`src/rtl/regfile_pkg.sv`:
```
// Shared register-file widths, the writeback request record and the grant-source encoding.
package regfile_pkg;

    localparam int REG_ADDR_W = 3;
    localparam int REG_DATA_W = 16;
    localparam int NUM_REGS   = 8;

    typedef struct packed {
        logic [REG_ADDR_W-1:0] addr;
        logic [REG_DATA_W-1:0] data;
    } wb_req_t;

    typedef enum logic [1:0] {
        GNT_NONE,
        GNT_MEM,
        GNT_FIFO,
        GNT_ALU
    } grant_e;

endpackage

```
`src/rtl/regwrite_arbiter_wb_fifo.sv`:
```
// DEPTH-entry FIFO of writeback requests; pushes when full and pops when empty are ignored.
module wb_fifo
    import regfile_pkg::*;
#(
    parameter int DEPTH = 2,
    localparam int CW = $clog2(DEPTH + 1),
    localparam int PW = (DEPTH > 1) ? $clog2(DEPTH) : 1
) (
    input  logic          clk,
    input  logic          rst,
    input  logic          i_push,
    input  wb_req_t       i_data,
    input  logic          i_pop,
    output wb_req_t       o_head,
    output logic [CW-1:0] o_count,
    output logic          o_full,
    output logic          o_empty
);

    wb_req_t       r_mem [DEPTH];
    logic [PW-1:0] r_wr_ptr;
    logic [PW-1:0] r_rd_ptr;
    logic [CW-1:0] r_count;
    logic          w_do_push;
    logic          w_do_pop;

    // Pointers wrap at DEPTH, which need not be a power of two.
    function automatic logic [PW-1:0] next_ptr(input logic [PW-1:0] ptr);
        return (ptr == PW'(DEPTH - 1)) ? '0 : ptr + 1'b1;
    endfunction

    assign o_full    = (r_count == CW'(DEPTH));
    assign o_empty   = (r_count == '0);
    assign o_count   = r_count;
    assign o_head    = r_mem[r_rd_ptr];
    assign w_do_push = i_push && !o_full;
    assign w_do_pop  = i_pop && !o_empty;

    always_ff @(posedge clk) begin
        if (rst) begin
            r_wr_ptr <= '0;
            r_rd_ptr <= '0;
            r_count  <= '0;
        end else begin
            if (w_do_push) begin
                r_mem[r_wr_ptr] <= i_data;
                r_wr_ptr        <= next_ptr(r_wr_ptr);
            end
            if (w_do_pop) begin
                r_rd_ptr <= next_ptr(r_rd_ptr);
            end
            case ({w_do_push, w_do_pop})
                2'b10:   r_count <= r_count + 1'b1;
                2'b01:   r_count <= r_count - 1'b1;
                default: r_count <= r_count;
            endcase
        end
    end

endmodule

```
`src/rtl/regwrite_arbiter.sv`:
```
// Register-file write-port arbiter: memory returns win, ALU results queue in a FIFO,
// and a per-register scoreboard tracks loads that are still outstanding.
module regwrite_arbiter
    import regfile_pkg::*;
#(
    parameter int DEPTH = 2
) (
    input  logic                  clk,
    input  logic                  rst,
    input  logic                  alu_valid,
    input  logic [REG_ADDR_W-1:0] alu_addr,
    input  logic [REG_DATA_W-1:0] alu_data,
    output logic                  alu_ready,
    input  logic                  mem_valid,
    input  logic [REG_ADDR_W-1:0] mem_addr,
    input  logic [REG_DATA_W-1:0] mem_data,
    input  logic                  issue_valid,
    input  logic [REG_ADDR_W-1:0] issue_addr,
    output logic [REG_DATA_W-1:0] write_data,
    output logic [REG_ADDR_W-1:0] write_address,
    output logic                  is_write,
    output logic [NUM_REGS-1:0]   busy,
    output logic                  overflow
);

    localparam int CW = $clog2(DEPTH + 1);

    logic [REG_DATA_W-1:0] r_write_data;
    logic [REG_ADDR_W-1:0] r_write_address;
    logic                  r_is_write;
    logic [NUM_REGS-1:0]   r_busy;
    logic                  r_overflow;

    wb_req_t               w_head;
    wb_req_t               w_grant_req;
    grant_e                w_grant;
    logic [CW-1:0]         w_count;
    logic                  w_full;
    logic                  w_empty;
    logic                  w_alu_ready;
    logic                  w_alu_take;
    logic                  w_push;
    logic                  w_pop;
    logic [NUM_REGS-1:0]   w_busy_next;

    wb_fifo #(
        .DEPTH(DEPTH)
    ) u_fifo (
        .clk    (clk),
        .rst    (rst),
        .i_push (w_push),
        .i_data ('{addr: alu_addr, data: alu_data}),
        .i_pop  (w_pop),
        .o_head (w_head),
        .o_count(w_count),
        .o_full (w_full),
        .o_empty(w_empty)
    );

    assign w_alu_ready = (w_count < CW'(DEPTH));
    assign w_alu_take  = alu_valid && w_alu_ready;

    always_comb begin
        w_grant     = GNT_NONE;
        w_grant_req = '0;
        w_push      = 1'b0;
        w_pop       = 1'b0;
        if (mem_valid) begin
            w_grant     = GNT_MEM;
            w_grant_req = '{addr: mem_addr, data: mem_data};
            w_push      = w_alu_take;
        end else if (!w_empty) begin
            w_grant     = GNT_FIFO;
            w_grant_req = w_head;
            w_pop       = 1'b1;
            w_push      = w_alu_take;
        end else if (alu_valid) begin
            w_grant     = GNT_ALU;
            w_grant_req = '{addr: alu_addr, data: alu_data};
        end
    end

    // Set is applied after clear so a same-cycle issue to the returning register stays busy.
    always_comb begin
        w_busy_next = r_busy;
        if (mem_valid) begin
            w_busy_next[mem_addr] = 1'b0;
        end
        if (issue_valid) begin
            w_busy_next[issue_addr] = 1'b1;
        end
    end

    always_ff @(posedge clk) begin
        if (rst) begin
            r_write_data    <= '0;
            r_write_address <= '0;
            r_is_write      <= 1'b0;
            r_busy          <= '0;
            r_overflow      <= 1'b0;
        end else begin
            r_is_write <= (w_grant != GNT_NONE);
            if (w_grant != GNT_NONE) begin
                r_write_address <= w_grant_req.addr;
                r_write_data    <= w_grant_req.data;
            end
            if (alu_valid && w_full) begin
                r_overflow <= 1'b1;
            end
            r_busy <= w_busy_next;
        end
    end

    assign alu_ready     = w_alu_ready;
    assign write_data    = r_write_data;
    assign write_address = r_write_address;
    assign is_write      = r_is_write;
    assign busy          = r_busy;
    assign overflow      = r_overflow;

endmodule

```
`config.mk`:
```
export PLATFORM = sky130hd
export DESIGN_NAME = regwrite_arbiter
export DESIGN_NICKNAME = d
export VERILOG_FILES = /design/src/rtl/regfile_pkg.sv /design/src/rtl/regwrite_arbiter_wb_fifo.sv /design/src/rtl/regwrite_arbiter.sv
export SDC_FILE = /design/constraint.sdc
export NUM_CORES = 1
export LEC_CHECK = 0
export BUFFER_PORTS_ARGS = -buffer_cell sky130_fd_sc_hd__buf_4
export CORE_MARGIN = 2
export CORE_UTILIZATION = 50
export CTS_BUF_LIST = sky130_fd_sc_hd__clkbuf_16
export DETAILED_ROUTE_END_ITERATION = 10
export PLACE_DENSITY = 0.76
export SLEW_MARGIN = 15
export SYNTH_ARGS = -nofsm -noshare
export SYNTH_HDL_FRONTEND = slang
export SYNTH_SLANG_ARGS = --single-unit
```
`constraint.sdc`:
```
create_clock -name clk -period 3.37 [get_ports clk]
set_input_delay 0 -clock clk [delete_from_list [all_inputs] [get_ports clk]]
set_output_delay 0 -clock clk [all_outputs]
set_load 0.01 [all_outputs]
```
==> run summary, run 1 <==
first-pass GRT wire length -> 11.1 mm
Setup Skew -> 0.00756 ns
Port Buffers -> 75
fin area -> 4130 um2
CTS max path bufs -> 2
largest net degree at the start of global routing -> 48
Total Wirelength -> 7.02 mm
final-report hold violation count -> 0
Std-Cell Rows -> 28
pwr dens -> 618 nW/um2
CP arrival -> 2.24 ns
Endpoint, Worst Hold -> u_fifo.o_count[0]$_SDFFE_PP0P_
number of fill cells -> 422
Leak Pwr -> 0.00158 uW
Vias/cell -> 5.59
Final setup viols -> 0
Reg2Reg Setup Slack -> 1.33 ns
Post-CTS Setup Bufs -> 0
fin crit period -> 2.04 ns
Critical Path RT -> 3.58 ns
Cells after Synth -> 228
Max-cap violations -> 0
Slew @ Worst Pin -> 1.05 ns
post-synth top area cell -> edfxtp_1
Net count, final -> 374
r2r endpoint -> write_address[2]$_SDFFE_PP0P_
mean post-synth cell area -> 13.3 um2
Total GRT Usage -> 0.224
worst r2r path cells -> 3
most common cell in the netlist -> edfxtp_1
post-synth top area share -> 0.377
Synth warnings -> 0
die width -> 81.8 um
DIE HEIGHT -> 81.8 um
nature of the critical path startpoint -> flop
Crit Path Class -> flop to flop
Top FF cell, synth -> edfxtp_1
part of the Yosys area used for sequential elements -> 0.602
vias in the first global route -> 2,376
fmax -> 491 MHz
initial antenna violation count -> 0
clock tree from TritonCTS -> built
Clock Pin Slew Worst Setup and Hold Paths -> 0.05 ns
layout cells sized above 1 -> 0.370
H-tree depth -> 3
Core ar. -> 5890 um2
DP HPWL -> 4.26 mm
WHS Path Cells -> 2
Post-Place Cell Area -> 3620 um2
Worst Hold Class -> input port to flop
Cell Area, Synth -> 3030 um2
Inserted Diodes -> 0
register bit total from synthesis -> 72
Yosys cell types -> 34
status -> complete, no violations
syn_nets -> 275
CTS Root Cell -> clkbuf_16
ranking of synthesized cells by area -> edfxtp_1 (38%), dfxtp_1 (22%), mux2_2 (7.1%), a32o_1 (6.3%), nand2b_1 (4.1%)
drt first pass iters -> 4
GP Congestion -> 0.720
starting density of the core -> 0.514
Slew Limit Fails -> 0
ys async rst share -> 0
GRT overflow -> 0
Vias -> 2,274
DRC violations left -> 0
Area growth syn-to-layout -> 36.5%
IO Pins -> 76
DR WL/cell -> 17.2 um
Clk Latency, worst-skew pair -> 0.32 ns
Die ar. -> 6690 um2
RSZ-0062 raised after global routing -> false
crit end category -> flop
Slew headroom -> 0.299
Period Utilization, post-route -> 0.604
CTS buffer count -> 9
worst vdd ir -> 0.573 mV
Post-synth top cells -> edfxtp_1 (38), dfxtp_1 (34), nand2b_1 (20)
Post-synth EDFFs -> 38
min-delay src -> rst
Crit Path Max Fanout -> 19
ANT nets after route -> 0
setup TNS -> 0 ns
Sink Count -> 72
drt initial violations -> 139
==> flip-flops by register name (all words and copies together), names as in the netlist, named ones only <==
| signal | cells |
|---|---|
| busy | 8 |
| is_write | 1 |
| overflow | 1 |
| u_fifo.o_count | 2 |
| u_fifo.r_mem | 38 |
| u_fifo.r_rd_ptr | 1 |
| u_fifo.r_wr_ptr | 1 |
| write_address | 3 |
| write_data | 16 |
==> worst max-delay path by stage <==
| stage | startpoint | slack, ns | end | cells after the start |
|---|---|---|---|---|
| final | flop | 1.33 | write_address[2]$_SDFFE_PP0P_ | 3 |
| after CTS | flop | 1.31 | write_address[2]$_SDFFE_PP0P_ | 3 |
| after global routing | flop | 1.23 | write_address[2]$_SDFFE_PP0P_ | 3 |
| after floorplan | u_fifo.o_count[1]$_SDFFE_PP0P_ | 0.59 | u_fifo.r_mem[1][0]$_DFFE_PP_ | 4 |
| after global placement | flop | 1.37 | write_data[10]$_SDFFE_PP0P_ | 3 |
| after detailed placement | flop | 1.32 | write_address[2]$_SDFFE_PP0P_ | 3 |
==> layer usage <==
| metal | global-route usage | part of all wire | routed length (um) | vias up |
|---|---|---|---|---|
| li1 | - | - | - | 1094 |
| met3 | 0.0560 | 0.056 | 391 | 2 |
| met1 | 0.278 | 0.41 | 2890 | 1104 |
| met2 | 0.378 | 0.53 | 3720 | 74 |
| met5 | 0 | 0 | 0 | - |
| met4 | 0.0783 | 0.0021 | 15 | 0 |
==> where the power goes <==
part	switching, uW	leakage, uW	internal [uW]
clock network	310	0.000137	478
registers	83.5	0.000626	1030
logic	315	0.000821	339
==> placed cells by master, fill, tap and decap left out, drive strengths merged <==
cell          n
a21oi        11
a221o        19
a31oi         1
a32o         19
a32oi         2
buf          79
clkbuf        9
clkinv        3
dfxtp        34
dlygate4sd3  26
edfxtp       38
ha            1
inv           8
mux2         19
nand2         6
nand2b       20
nand3         2
nand4         1
nand4b        2
nor2          9
nor2b         3
nor3          1
nor3b         2
nor4          1
o21ai         6
o31ai         3
or2           2
or3           3
xnor2         1
xor2          1
==> cell families after synthesis <==
family                   synth area share
XOR/XNOR                          0.00579
AO/OA/AOI/OAI                       0.173
multiplexers                       0.0707
buffers and inverters              0.0409
AND/OR/NAND/NOR                     0.104
flip-flops                          0.602
adder cells (fa/ha/maj)           0.00413
==> worst max-delay path, stage by stage (launching register included) <==
cell and delay (ns):
dfxtp_1 0.90, mux2_2 0.42, a221o_2 0.35, a32o_1 0.25
==> stage by stage <==
stage / setup slack (ns) / power, uW / cells / hold slack [ns] / util
3_3_place_gp: 1.37 / 1740 / 365 / 0.200 / 0.615
6_report: 1.33 / 2550 / 407 / 0.0114 / 0.702
2_1_floorplan: 0.592 / 1580 / 228 / 0.0989 / -
5_1_grt: 1.23 / 2680 / 407 / 0.0150 / 0.702
4_1_cts: 1.31 / 2580 / 407 / 0.000190 / 0.702
3_5_place_dp: 1.32 / 1760 / 365 / 0.199 / 0.615
==> what timing repair did <==
item	in CTS	in global routing
hold buffers	26	0
endpoints found under the hold margin	47	0
gates resized for setup	0	0
==> cell type report <==
type	instances	area, um2	share of cell area
flip-flops and latches	72	1820	0.441
multi-input cells	135	1090	0.265
repair buffers	105	853	0.207
clock buffers	9	225	0.0545
well taps	75	93.8	0.0227
clock inverters	7	26.3	0.00636
inverters	4	15.0	0.00364
Note: power is estimated with default switching activity, not from simulation.
==> run 2: changes to the inputs <==
Settings changed: CORE_UTILIZATION 50 to 47, PLACE_DENSITY 0.76 to 0.75.
Clock period 3.37 ns to 1.76 ns, I/O delays scaled along.
==> run 2 against run 1 <==
Net effect:
- total power is 99% higher
- die area increased by 6.1%
- clock power rose by 95%
- global-route usage shrank 1.9 points
- sequential cell count did not move
- critical path depth is 3 higher
- worst setup slack worse by 1.3 ns
- final cell count grew 2.7%
- via count is 2.0% higher
- sequential share of layout area decreased by 1.6 points
- critical endpoint is now u_fifo.o_count[1]$_SDFFE_PP0P_
- combinational power up 130%
- clock skew down 0.0013 ns
==> run summary, run 2 (synthesis results as in run 1) <==
starting density of the core -> 0.482
nature of the critical path startpoint -> flop
RR Startpoint -> u_fifo.o_count[1]$_SDFFE_PP0P_
Slew @ Worst Pin -> 0.771 ns
Setup Skew -> 0.00622 ns
ANT nets after route -> 0
final-report hold violation count -> 0
Final setup viols -> 0
die width -> 84.2 um
r2r endpoint -> u_fifo.o_count[1]$_SDFFE_PP0P_
Vias/cell -> 5.55
status -> complete, no violations
worst r2r path cells -> 6
WHS Path Cells -> 3
DIE HEIGHT -> 84.2 um
fin crit period -> 1.69 ns
Std-Cell Rows -> 29
Area growth syn-to-layout -> 41.7%
IO Pins -> 76
Net count, final -> 383
Max-cap violations -> 0
number of flip-flops in the largest register -> 38
Slew headroom -> 0.486
Total Wirelength -> 6.93 mm
most frequent cells in the layout -> buf_4 (86), edfxtp_1 (38), dfxtp_1 (33)
drt initial violations -> 109
Most flops, register -> u_fifo.r_mem
CTS buffer count -> 9
drt first pass iters -> 4
Leak Pwr -> 0.00165 uW
initial antenna violation count -> 0
Worst Setup SP -> u_fifo.o_count[1]$_SDFFE_PP0P_
Worst Hold Class -> input port to flop
crit-path cells -> buf_4, nand2b_4, or2_4, ha_4, or3_1, a21oi_2
DR WL/cell -> 16.6 um
Crit Path Class -> flop to flop
pwr dens -> 1180 nW/um2
worst vdd ir -> 0.820 mV
Reg2Reg Setup Slack -> 0.07 ns
CTS max path bufs -> 2
commonest non-fill, non-tap cell in the layout -> buf_4
GRT overflow -> 0
Critical Path RT -> 2.01 ns
Sink Count -> 72
Core ar. -> 6280 um2
largest net degree at the start of global routing -> 31
Vias -> 2,320
Port Buffers -> 75
crit end category -> flop
slowest stage delay, CP -> 0.38 ns
DP HPWL -> 4.55 mm
Slew Limit Fails -> 0
clock tree from TritonCTS -> built
fmax -> 592 MHz
Post-CTS Setup Bufs -> 0
Clock Pin Slew Worst Setup and Hold Paths -> 0.06 ns
layout cells sized above 1 -> 0.413
CTS Root Cell -> clkbuf_16
Die ar. -> 7100 um2
H-tree depth -> 3
RSZ-0062 raised after global routing -> true
Clk Latency, worst-skew pair -> 0.32 ns
CP arrival -> 1.94 ns
min-delay src -> mem_data[11]
Total GRT Usage -> 0.205
setup TNS -> 0 ns
crit path max-delay cell type -> or3_1
GP Congestion -> 0.781
number of fill cells -> 470
first-pass GRT wire length -> 11.3 mm
Inserted Diodes -> 0
hold_ws -> 0.0109 ns
Crit Path Max Fanout -> 7
Period Utilization, post-route -> 0.960
Endpoint, Worst Hold -> write_data[11]$_SDFFE_PP0P_
DRC violations left -> 0
vias in the first global route -> 2,398
-- run 2: cell count changes in the layout (fill, tap and decap cells not counted), sizes merged --
cell,change
buf,+10
inv,-2
clkinv,+1
clkinvlp,+1
dlygate4sd3,-1
-- run 2: what timing repair did --
action,in CTS,in global routing
gates resized for setup,3,4
hold buffers,25,0
hold endpoints to repair,46,0
pin swaps,0,1
setup endpoints to repair,20,1
-- run 2: area by class of cell --
| class | count | area, um2 | area share |
|---|---|---|---|
| clock buffers | 9 | 225 | 0.0525 |
| clock inverters | 7 | 32.5 | 0.00758 |
| inverters | 4 | 15.0 | 0.00350 |
| multi-input cells | 135 | 1150 | 0.268 |
| flip-flops and latches | 72 | 1820 | 0.425 |
| well taps | 77 | 96.3 | 0.0225 |
| repair buffers | 114 | 947 | 0.221 |
-- run 2: critical path, delay by kind of cell (launching register included) --
kind                       cells  cell delay [ns]
buffers and inverters          1             0.15
adders and majority gates      1             0.23
and+or+nand+nor                3             0.79
DFF                            1             0.33
AOI/OAI and AO/OA              1             0.12
-- run 2: metal layers --
| layer | wire [um] | track usage | share of wire | vias to the layer above |
|---|---|---|---|---|
| met2 | 3540 | 0.354 | 0.51 | 76 |
| li1 | - | - | - | 1113 |
| met4 | 96 | 0.0938 | 0.014 | 0 |
| met1 | 2900 | 0.247 | 0.42 | 1120 |
| met3 | 391 | 0.0403 | 0.056 | 11 |
| met5 | 0 | 0 | 0 | - |
-- run 2: through the flow --
step | total power, uW | cells | cell area, um2 | setup WS, ns | utilization
floorplan | 3050 | 228 | 3070 | -0.0221 | -
global route | 5340 | 418 | 4290 | -0.00722 | 0.683
CTS | 5100 | 418 | 4280 | 0.0264 | 0.681
global placement | 3430 | 377 | 3740 | -0.0738 | 0.596
finish | 5080 | 418 | 4290 | 0.0701 | 0.683
detailed placement | 3470 | 377 | 3740 | -0.135 | 0.596
-- run 2: how the worst max path moves through the flow --
stage,end,slack (ns)
finish,u_fifo.o_count[1]$_SDFFE_PP0P_,0.07
global route,u_fifo.o_count[1]$_SDFFE_PP0P_,-0.007
CTS,u_fifo.o_count[1]$_SDFFE_PP0P_,0.03
detailed placement,write_data[4]$_SDFFE_PP0P_,-0.13
global placement,write_data[3]$_SDFFE_PP0P_,-0.07
floorplan,u_fifo.r_mem[1][0]$_DFFE_PP_,-0.02
-- run 2: power breakdown --
part / switching (uW) / leakage [uW] / internal [uW]
registers: 97.7 / 0.000626 / 1970
logic: 707 / 0.000887 / 763
clock network: 617 / 0.000133 / 926
